**src/rtl/depacketizer_mvc_if.sv**
```systemverilog
// Flit-in / packet-out bundle for depacketizer_mvc.
// slave = depacketizer side, master = router/consumer side.
interface depacketizer_mvc_if #(
  parameter int WIDTH_FLIT       = 36,
  parameter int VC_ADDRESS_WIDTH = 1,
  parameter int MAX_FLITS        = 4,
  parameter int WIDTH_DATA       = 128
);
  localparam int NUM_VC = 1 << VC_ADDRESS_WIDTH;
  localparam int CNT_W  = $clog2(MAX_FLITS + 1);

  logic [WIDTH_FLIT-1:0]       flit_in;
  logic [NUM_VC-1:0]           ready_out;
  logic [WIDTH_DATA-1:0]       data_out;
  logic [VC_ADDRESS_WIDTH-1:0] vc_out;
  logic [CNT_W-1:0]            nflits_out;
  logic                        valid_out;
  logic                        ready_in;
  logic [7:0]                  err_count_out;

  modport slave (
    input  flit_in, ready_in,
    output ready_out, data_out, vc_out, nflits_out, valid_out, err_count_out
  );

  modport master (
    output flit_in, ready_in,
    input  ready_out, data_out, vc_out, nflits_out, valid_out, err_count_out
  );
endinterface

```
**src/rtl/depacketizer_mvc.sv**
```systemverilog
// Multi-VC, multi-flit depacketizer with round-robin packet output.
// Define DEPACKETIZER_PROTOCOL_CHECK_EN to enable the saturating protocol error counter.
module depacketizer_mvc #(
  parameter int WIDTH_FLIT       = 36,
  parameter int VC_ADDRESS_WIDTH = 1,
  parameter int MAX_FLITS        = 4,
  parameter int WIDTH_DATA       = 128
) (
  input logic               clk,
  input logic               rst_n,
  depacketizer_mvc_if.slave bus
);
  localparam int NUM_VC = 1 << VC_ADDRESS_WIDTH;
  localparam int P      = WIDTH_FLIT - 3 - VC_ADDRESS_WIDTH;
  localparam int ASM_W  = MAX_FLITS * P;
  localparam int CNT_W  = $clog2(MAX_FLITS + 1);

  localparam logic [1:0] ST_IDLE     = 2'd0;
  localparam logic [1:0] ST_ASSEMBLE = 2'd1;
  localparam logic [1:0] ST_DONE     = 2'd2;

  logic [1:0]                  state_q [NUM_VC];
  logic [1:0]                  state_d [NUM_VC];
  logic [CNT_W-1:0]            cnt_q   [NUM_VC];
  logic [CNT_W-1:0]            cnt_d   [NUM_VC];
  logic [ASM_W-1:0]            asm_q   [NUM_VC];
  logic [ASM_W-1:0]            asm_d   [NUM_VC];
  logic [VC_ADDRESS_WIDTH-1:0] rr_ptr_q, rr_ptr_d;
  logic [VC_ADDRESS_WIDTH-1:0] lock_vc_q, lock_vc_d;
  logic                        lock_q, lock_d;

  logic                        f_valid, f_head, f_tail, accept, proto_err;
  logic [VC_ADDRESS_WIDTH-1:0] f_vc;
  logic [P-1:0]                f_payload;
  logic [NUM_VC-1:0]           ready_vec;
  logic                        any_done;
  logic [VC_ADDRESS_WIDTH-1:0] rr_sel, sel;

  assign f_valid   = bus.flit_in[WIDTH_FLIT-1];
  assign f_head    = bus.flit_in[WIDTH_FLIT-2];
  assign f_tail    = bus.flit_in[WIDTH_FLIT-3];
  assign f_vc      = bus.flit_in[WIDTH_FLIT-4 -: VC_ADDRESS_WIDTH];
  assign f_payload = bus.flit_in[P-1:0];

  always_comb begin
    for (int v = 0; v < NUM_VC; v++) ready_vec[v] = (state_q[v] != ST_DONE);
  end

  assign accept = f_valid && ready_vec[f_vc];

  // Scan downward so the last hit is the first DONE VC at or after rr_ptr.
  always_comb begin
    any_done = 1'b0;
    rr_sel   = rr_ptr_q;
    for (int i = NUM_VC - 1; i >= 0; i--) begin
      if (state_q[rr_ptr_q + VC_ADDRESS_WIDTH'(i)] == ST_DONE) begin
        any_done = 1'b1;
        rr_sel   = rr_ptr_q + VC_ADDRESS_WIDTH'(i);
      end
    end
  end

  // A stalled output stays pinned so a later-completing VC cannot preempt it.
  assign sel = lock_q ? lock_vc_q : rr_sel;

  always_comb begin
    // NOTE: every variable gets a default first so no path leaves it unassigned (no latches).
    state_d   = state_q;
    cnt_d     = cnt_q;
    asm_d     = asm_q;
    rr_ptr_d  = rr_ptr_q;
    lock_d    = lock_q;
    lock_vc_d = lock_vc_q;
    proto_err = 1'b0;

    if (any_done) begin
      if (bus.ready_in) begin
        state_d[sel] = ST_IDLE;
        rr_ptr_d     = sel + VC_ADDRESS_WIDTH'(1);
        lock_d       = 1'b0;
      end else begin
        lock_d    = 1'b1;
        lock_vc_d = sel;
      end
    end

    if (accept) begin
      if (f_head) begin
        proto_err              = (state_q[f_vc] == ST_ASSEMBLE);
        asm_d[f_vc]            = '0;
        asm_d[f_vc][ASM_W-1 -: P] = f_payload;
        cnt_d[f_vc]            = CNT_W'(1);
        state_d[f_vc]          = f_tail ? ST_DONE : ST_ASSEMBLE;
      end else if (state_q[f_vc] == ST_IDLE) begin
        proto_err = 1'b1;
      end else if (state_q[f_vc] == ST_ASSEMBLE) begin
        if (int'(cnt_q[f_vc]) < MAX_FLITS) begin
          asm_d[f_vc][ASM_W - 1 - int'(cnt_q[f_vc]) * P -: P] = f_payload;
          cnt_d[f_vc] = cnt_q[f_vc] + CNT_W'(1);
        end else begin
          proto_err = 1'b1;
        end
        if (f_tail) state_d[f_vc] = ST_DONE;
      end
    end
  end

  always_ff @(posedge clk or negedge rst_n) begin
    if (!rst_n) begin
      // NOTE: the assembly storage is reset because unfilled slots must read as zero.
      for (int v = 0; v < NUM_VC; v++) begin
        state_q[v] <= ST_IDLE;
        cnt_q[v]   <= '0;
        asm_q[v]   <= '0;
      end
      rr_ptr_q  <= '0;
      lock_q    <= 1'b0;
      lock_vc_q <= '0;
    end else begin
      // NOTE: non-blocking assignments so every flop samples the pre-edge values.
      state_q   <= state_d;
      cnt_q     <= cnt_d;
      asm_q     <= asm_d;
      rr_ptr_q  <= rr_ptr_d;
      lock_q    <= lock_d;
      lock_vc_q <= lock_vc_d;
    end
  end

  assign bus.ready_out  = ready_vec;
  assign bus.valid_out  = any_done;
  assign bus.data_out   = any_done ? asm_q[sel][ASM_W-1 -: WIDTH_DATA] : '0;
  assign bus.vc_out     = any_done ? sel : '0;
  assign bus.nflits_out = any_done ? cnt_q[sel] : '0;

`ifdef DEPACKETIZER_PROTOCOL_CHECK_EN
  logic [7:0] err_q, err_d;

  always_comb begin
    err_d = err_q;
    if (proto_err && err_q != 8'hFF) err_d = err_q + 8'd1;
  end

  always_ff @(posedge clk or negedge rst_n) begin
    if (!rst_n) err_q <= '0;
    else        err_q <= err_d;
  end

  assign bus.err_count_out = err_q;
`else
  logic unused_proto_err;
  assign unused_proto_err  = proto_err;
  assign bus.err_count_out = '0;
`endif
endmodule

```
**src/flat_wrapper.sv**
```systemverilog
// flat-port wrapper written by rule: the top's interface ports become plain ports
module depacketizer_mvc_flat 
#(
  parameter int WIDTH_FLIT       = 36,
  parameter int VC_ADDRESS_WIDTH = 1,
  parameter int MAX_FLITS        = 4,
  parameter int WIDTH_DATA       = 128
)
  (clk, rst_n, bus_flit_in, bus_ready_in, bus_ready_out, bus_data_out, bus_vc_out, bus_nflits_out, bus_valid_out, bus_err_count_out);
  depacketizer_mvc_if #(.WIDTH_FLIT(WIDTH_FLIT), .VC_ADDRESS_WIDTH(VC_ADDRESS_WIDTH), .MAX_FLITS(MAX_FLITS), .WIDTH_DATA(WIDTH_DATA)) bus_i ();
  input logic clk;
  input logic rst_n;
  input wire logic [$bits(bus_i.flit_in)-1:0] bus_flit_in;
  input wire logic [$bits(bus_i.ready_in)-1:0] bus_ready_in;
  output wire logic [$bits(bus_i.ready_out)-1:0] bus_ready_out;
  output wire logic [$bits(bus_i.data_out)-1:0] bus_data_out;
  output wire logic [$bits(bus_i.vc_out)-1:0] bus_vc_out;
  output wire logic [$bits(bus_i.nflits_out)-1:0] bus_nflits_out;
  output wire logic [$bits(bus_i.valid_out)-1:0] bus_valid_out;
  output wire logic [$bits(bus_i.err_count_out)-1:0] bus_err_count_out;
  assign bus_i.flit_in = bus_flit_in;
  assign bus_i.ready_in = bus_ready_in;
  assign bus_ready_out = bus_i.ready_out;
  assign bus_data_out = bus_i.data_out;
  assign bus_vc_out = bus_i.vc_out;
  assign bus_nflits_out = bus_i.nflits_out;
  assign bus_valid_out = bus_i.valid_out;
  assign bus_err_count_out = bus_i.err_count_out;
  depacketizer_mvc #(.WIDTH_FLIT(WIDTH_FLIT), .VC_ADDRESS_WIDTH(VC_ADDRESS_WIDTH), .MAX_FLITS(MAX_FLITS), .WIDTH_DATA(WIDTH_DATA)) u_core (.clk(clk), .rst_n(rst_n), .bus(bus_i));
endmodule
```
**config.mk**
```make
export PLATFORM = sky130hd
export DESIGN_NAME = depacketizer_mvc_flat
export DESIGN_NICKNAME = d
export VERILOG_FILES = /design/src/rtl/depacketizer_mvc_if.sv /design/src/rtl/depacketizer_mvc.sv /design/src/flat_wrapper.sv
export SDC_FILE = /design/constraint.sdc
export NUM_CORES = 1
export LEC_CHECK = 0
export CAP_MARGIN = 40
export CORE_ASPECT_RATIO = 1.75
export CORE_MARGIN = 3
export CORE_UTILIZATION = 60
export CTS_CLUSTER_SIZE = 16
export DETAILED_ROUTE_END_ITERATION = 16
export HOLD_SLACK_MARGIN = 0.03
export PLACE_DENSITY = 0.84
export SKIP_LAST_GASP = 1
export SLEW_MARGIN = 40
export SYNTH_ARGS = -nofsm -noshare
export SYNTH_HDL_FRONTEND = slang
export SYNTH_SLANG_ARGS = --single-unit
```
**constraint.sdc**
```tcl
create_clock -name clk -period 5.9 [get_ports clk]
set_clock_uncertainty 0.1 [all_clocks]
set_input_delay 1.18 -clock clk [delete_from_list [all_inputs] [get_ports clk]]
set_output_delay 1.18 -clock clk [all_outputs]
set_load 0.02 [all_outputs]
```
==> impl_results.md, run 1 <==
* Initial antenna violation count at 0
* CP startpoint kind: flop
* Post-Synthesis Cell Area at 0.01644 sq mm
* Crit end category: output port
* Slew of the pin with the lowest slew margin at 0.7921 ns
* Register area share after synthesis at 40.94%
* Max incr delay on CP at 0.70 ns
* First-pass DRT Iterations at 6
* Global-route wire length before repair at 80,830 microns
* Netlist cell types at 59
* Rows at 79
* Clk buf depth at 3
* Minimum clock period at 5.023 ns
* Avg Cell Area, Syn at 10.11 sq um
* Post-route insts no fill at 2,050
* Worst Path Required at 4.62 ns
* ANT cells at 0
* Max FO, Critical Path at 176
* Clk sinks at 269
* Routed wire length at 51,560 microns
* Die ar. at 0.02950 sq mm
* Total placed cells including tap cells at 2,003
* Nets at 1,707
* Worst min path class: in2async
* Dpl hpwl at 30,960 microns
* Placement Setup Slack at 1.518 ns
* Max_slew headroom at 47.14%
* Peak VDD IR at 946.3 uV
* PD cells at 539.0 mW/mm^2
* Synthesis Warnings at 0
* Vias per cell at 7.254
* Area of the multi-input gates at 0.008732 sq mm
* I/O pin cnt at 182
* TritonCTS clock tree: yes
* Die height at 225.0 microns
* Share of layout cells above drive strength 1 at 8.897%
* Share of the synthesized area in the top cell type at 40.94%
* GRT Resource Usage Total at 33.79%
* Setup ws final at 0.8767 ns
* CP Buf/Inv Count at 3
* Fmax at 0.1991 GHz
* Post-cts gate resize count at 0
* Htree depth at 1
* # Max-Cap Violations at 0
* Crit-path cells: nor2b_1 > inv_4 > nor2_4 > buf_12 > a221oi_1 > a31oi_1 > clkdlybuf4s50_1
* Via Count at 14,870
* Starting density of the core at 61.38%
* RePlAce Congestion at 0.9003
* Final Hold Viols at 0
* Asr flop ratio synth at 100.0%
* Total gr overflow at 0
* Slew Viols, Final at 0
* CP delay by family, top: buffers and inverters
* Crit path kind: reg2out
* Synth area leader: dfrtp_1
* Sequential standard cell area at 0.006735 sq mm
* Final setup TNS at 0 ns
* Chip width at 131.1 microns
* Clock transition at the registers of the reported paths at 0.07 ns
* Setup violators final at 0
* Register bit total from synthesis at 269
* Outcome: completed
* Wire per inst at 25.15 microns
* Period utilization at 85.14%
* Core Region at 0.02679 sq mm
* Drt first-iter violations at 1,737
* CTS Hold Bufs at 0
* CP max stage cell: clkdlybuf4s50_1
* Ys flop type: dfrtp_1
* Layout area overhead at 15.30%
* ANT nets after route at 0
* Largest net degree at the start of global routing at 206
* Clk Latency, worst-skew pair at 0.55 ns
* Root buffer cell: clkbuf_16
* Lkg Pwr at 7.759 nW
* Number of global-route vias before repair at 14,428
* # port buffers at 173
* RSZ-0062 raised after global routing: no
* Post-synth EDFFs at 0
* Postcts setup bufs at 0
* WP data arrival at 3.74 ns
* Synth Instances at 1,627
* Num CTS Buffers at 25
* # fillers at 1,983
* Synth top area cells: dfrtp_1 41%, a22o_1 9.4%, or4b_1 7.4%
* DRC at 0
placed cells by master (no fill, tap or decap), types with 9 or more instances in the layout:
master             n
a31oi_1          132
mux2_2            35
a221oi_1         131
nor2b_1            9
mux2_1            30
dfrtp_1          268
and2_1           129
and3_1           131
nand2_1          142
a32o_1            18
a22o_1           176
clkbuf_16         25
buf_12             9
or4b_1           122
buf_4             24
clkdlybuf4s50_1  172
metrics by stage:
step	power [mW]	hold slack [ns]	utilization [%]	area (sq um)
4_1_cts	10.16	0.3944	70.70	18940
2_1_floorplan	6.568	0.3717	-	16470
3_5_place_dp	8.392	0.3970	67.42	18060
3_3_place_gp	8.230	0.3805	67.24	18010
5_1_grt	10.76	0.4108	70.77	18960
6_report	10.22	0.3955	70.77	18960
power breakdown:
group	switching, mW	leakage [nW]	internal (mW)
Sequential	0.551	3.56	2.45
Combinational	3.20	3.77	2.27
Clock	0.748	0.434	1.00
Total	4.50	7.76	5.72
worst reg2reg max path, stage by stage, from the launching register on:
cell and delay, ns:
dfrtp_1 0.49, or3b_1 0.46, a31oi_4 0.37, o21a_4 0.58
mux2_2 0.43
cell usage after synthesis (all sizes together) (2+ instances only):
| cell | number |
|---|---|
| dfrtp | 269 |
| a22o | 176 |
| nand2 | 143 |
| a31oi | 133 |
| a221oi | 131 |
| and3 | 131 |
| and2 | 130 |
| or4b | 130 |
| clkbuf | 105 |
| buf | 96 |
| mux2 | 65 |
| a32o | 18 |
| nor2 | 12 |
| nor2b | 10 |
| inv | 8 |
| o21ai | 8 |
| a21oi | 7 |
| nor3 | 7 |
| nand2b | 5 |
| nor4b | 5 |
| o211ai | 4 |
| o21a | 4 |
| nand3 | 3 |
| nor3b | 3 |
| a21o | 2 |
| and2b | 2 |
| nand3b | 2 |
| nand4 | 2 |
| o31ai | 2 |
cells by family after synthesis:
| logic type | synth area share (%) |
|---|---|
| muxes | 4.452 |
| DFF | 40.94 |
| AOI/OAI and AO/OA | 24.37 |
| buffers and inverters | 6.324 |
| other | 0.02281 |
| and+or+nand+nor | 23.82 |
| adders and majority gates | 0.07609 |
path summary, 6_finish.rpt:
| path | start | end | slack (ns) | cells after the start |
|---|---|---|---|---|
| hold reg to reg | flop | flop | 0.41 | 1 |
| setup / recovery | u_core.state_q[2] | bus_data_out[96] | 0.88 | 7 |
| setup reg to reg | u_core.cnt_q[2] | flop | 3.36 | 4 |
| max in group asynchronous | rst_n | u_core.asm_q[5] | 3.93 | 4 |
| hold / removal | rst_n | u_core.asm_q[204] | 0.40 | 1 |
| min in group clk | flop | flop | 0.41 | 1 |
final cells by class:
type / count / share of cell area, %
well taps: 364 / 2.402
inverters: 8 / 0.1716
clock buffers: 33 / 3.828
multi-input cells: 1156 / 46.06
clock inverters: 13 / 0.8052
repair buffers: 207 / 11.21
flip-flops and latches: 269 / 35.53
routing by layer:
metal  global-route usage (%)  wire length, microns  up-vias
li1                         -                     -     6483
met1                    41.46                 18630     7424
met2                    55.65                 25220      764
met3                    4.736                  3759      199
met4                    23.06                  3951        0
met5                        0                     0        -
Note: power is estimated with default switching activity, not from simulation.
==> run 2, diff against run 1 <==
--- a/config.mk
+++ b/config.mk
@@ -14,7 +14,7 @@
 export HOLD_SLACK_MARGIN = 0.03
 export PLACE_DENSITY = 0.84
 export SKIP_LAST_GASP = 1
-export SLEW_MARGIN = 40
+export SLEW_MARGIN = 10
 export SYNTH_ARGS = -nofsm -noshare
 export SYNTH_HDL_FRONTEND = slang
 export SYNTH_SLANG_ARGS = --single-unit
==> run 2 against run 1 <==
  * Routed wire length down 0.43%
  * Sequential power about the same
  * Highest routed layer unchanged
  * Total power decreased by 0.26%
  * Critical path depth stayed put
==> impl_results.md, run 2 (synthesized netlist as in run 1, its figures left out) <==
* Outcome: completed
* Postcts setup bufs at 0 (unchanged)
* Share of layout cells above drive strength 1 at 8.794% (-0.10 points)
* Drt first-iter violations at 1,805 (+3.9%)
* Slew Viols, Final at 0 (unchanged)
* ANT nets after route at 0 (unchanged)
* Period utilization at 85.45% (+0.31 points)
* PD cells at 539.6 mW/mm^2 (+0.12%)
* CP max stage cell: clkdlybuf4s50_1
* Total gr overflow at 0 (unchanged)
* Global-route wire length before repair at 80,310 microns (-0.64%)
* RePlAce Congestion at 0.9003 (unchanged)
* Lkg Pwr at 7.733 nW (-0.34%)
* Htree depth at 1 (unchanged)
* Met1 usage at 41.37% (-0.096 points)
* Leading cell type in the layout, fill and taps excluded: dfrtp_1
* Starting density of the core at 61.38% (unchanged)
* Nets at 1,704 (-0.18%)
* Sequential standard cell area at 0.006735 sq mm (unchanged)
* CP startpoint kind: flop
* Largest net degree at the start of global routing at 206 (unchanged)
* # port buffers at 173 (unchanged)
* Final Hold Viols at 0 (unchanged)
* Via Count at 14,896 (+0.17%)
* # fillers at 1,997 (+0.71%)
* Die ar. at 0.02950 sq mm (unchanged)
* DRC at 0 (unchanged)
* Max incr delay on CP at 0.69 ns (about the same)
* R2R Setup Slk at 3.34 ns (-0.02 ns)
* Vias per cell at 7.277 (+0.32%)
* Root buffer cell: clkbuf_16
* Setup violators final at 0 (unchanged)
* WP data arrival at 3.76 ns (+0.02 ns)
* I/O pin cnt at 182 (unchanged)
* Die height at 225.0 microns (unchanged)
* # Max-Cap Violations at 0 (unchanged)
* CP Buf/Inv Count at 3 (unchanged)
* Routing usage on met2 at 54.81% (-0.84 points)
* Clock transition at the registers of the reported paths at 0.06 ns (about the same)
* FF-to-FF Start: u_core.cnt_q[2]
* Rows at 79 (unchanged)
* Busiest metal layer after global routing: met2
* Met3 GRT Util at 5.250% (+0.51 points)
* Worst setup startpoint: u_core.state_q[2]
* Fmax at 0.1983 GHz (-0.36%)
* Post-cts gate resize count at 0 (unchanged)
* Final setup TNS at 0 ns (unchanged)
* Dpl hpwl at 30,570 microns (-1.3%)
* Layout area overhead at 14.87%
* RSZ-0062 raised after global routing: no
* Clk buf depth at 3 (unchanged)
* Clk Latency, worst-skew pair at 0.55 ns (about the same)
* GRT Resource Usage Total at 33.58% (-0.21 points)
* Wire per inst at 25.08 microns (-0.28%)
* CP delay by family, top: buffers and inverters
* Peak VDD IR at 939.8 uV (-0.69%)
* Routed wire length at 51,340 microns (-0.43%)
* Initial antenna violation count at 0 (unchanged)
* DP Area at 0.01801 sq mm (-0.26%)
* CTS Hold Bufs at 0 (unchanged)
* Final instance area at 0.01889 sq mm (-0.38%)
* Area of the multi-input gates at 0.008732 sq mm (unchanged)
* ANT cells at 0 (unchanged)
* Max FO, Critical Path at 176 (unchanged)
* Num CTS Buffers at 25 (unchanged)
* Commonest non-fill, non-tap cells in the layout: 268 x dfrtp_1, 176 x a22o_1, 172 x clkdlybuf4s50_1
* Number of global-route vias before repair at 14,313 (-0.80%)
* Crit path kind: reg2out
* Max_slew headroom at 33.52% (-14 points)
* Crit-path cells: nor2b_1 > inv_4 > nor2_4 > buf_12 > a221oi_1 > a31oi_1 > clkdlybuf4s50_1
* TritonCTS clock tree: yes
* First-pass DRT Iterations at 5 (-1)
* Crit end category: output port
* Worst min path class: reg2reg
* Slew of the pin with the lowest slew margin at 0.9972 ns (+0.2051 ns)
* Clk sinks at 269 (unchanged)
* Worst Path Required at 4.62 ns (about the same)
* Chip width at 131.1 microns (unchanged)
* Core Region at 0.02679 sq mm (unchanged)
* Minimum clock period at 5.042 ns (+0.01831 ns)
[run 2: changes by cell type in the layout (fill, tap and decap cells not counted), sizes merged]
cell	delta
clkinv	+4
clkinvlp	-1
bufinv	+1
inv	+1
clkbuf	-5
buf	-3
[run 2: worst register-to-register path, cell delays in order, from the launching register on]
cell	delay, ns
dfrtp_1	0.50
or3b_1	0.46
a31oi_4	0.38
o21a_4	0.58
mux2_2	0.42
[run 2: cell type report]
type / instances / area share, %
multi-input cells: 1156 / 46.23
flip-flops and latches: 269 / 35.66
repair buffers: 204 / 10.89
clock buffers: 28 / 3.531
well taps: 364 / 2.411
clock inverters: 18 / 1.100
inverters: 8 / 0.1722
[run 2: metal layers]
metal / vias up / share of wire, %
met2: 791 / 48
met1: 7429 / 37
li1: 6469 / -
met3: 207 / 7.5
met4: 0 / 7.6
met5: - / 0
[run 2: power by group]
group | switching, mW | total [mW] | internal [mW]
sequential | 0.551 | 3.00 | 2.45
combinational | 3.18 | 5.44 | 2.26
clock | 0.753 | 1.75 | 0.996
[run 2: path summary, 6_finish.rpt]
check | end | cells past startpoint
setup / recovery | bus_data_out[107] | 7
min in group asynchronous | u_core.asm_q[80] | 1
max in group asynchronous | u_core.asm_q[70] | 2
hold / removal | flop | 1
hold reg to reg | flop | 1
setup reg to reg | flop | 4
[run 2: per-stage QoR]
step | power, mW | hold WS [ns] | util (%) | setup WS [ns] | instances
2_1_floorplan | 6.568 | 0.3717 | - | 2.616 | 1634
3_3_place_gp | 8.230 | 0.3805 | 67.24 | 1.538 | 2001
3_5_place_dp | 8.391 | 0.3970 | 67.24 | 1.505 | 2001
4_1_cts | 10.14 | 0.4119 | 70.51 | 0.9099 | 2047
5_1_grt | 10.72 | 0.4284 | 70.51 | 0.6847 | 2047
6_report | 10.19 | 0.4111 | 70.51 | 0.8583 | 2047
==> run 3, diff against run 2 <==
--- a/config.mk
+++ b/config.mk
@@ -5,7 +5,6 @@
 export SDC_FILE = /design/constraint.sdc
 export NUM_CORES = 1
 export LEC_CHECK = 0
-export CAP_MARGIN = 40
 export CORE_ASPECT_RATIO = 1.75
 export CORE_MARGIN = 3
 export CORE_UTILIZATION = 60
==> results of run 3 <==
Same layout as run 2: the final DEF is identical, and so are final timing and power.
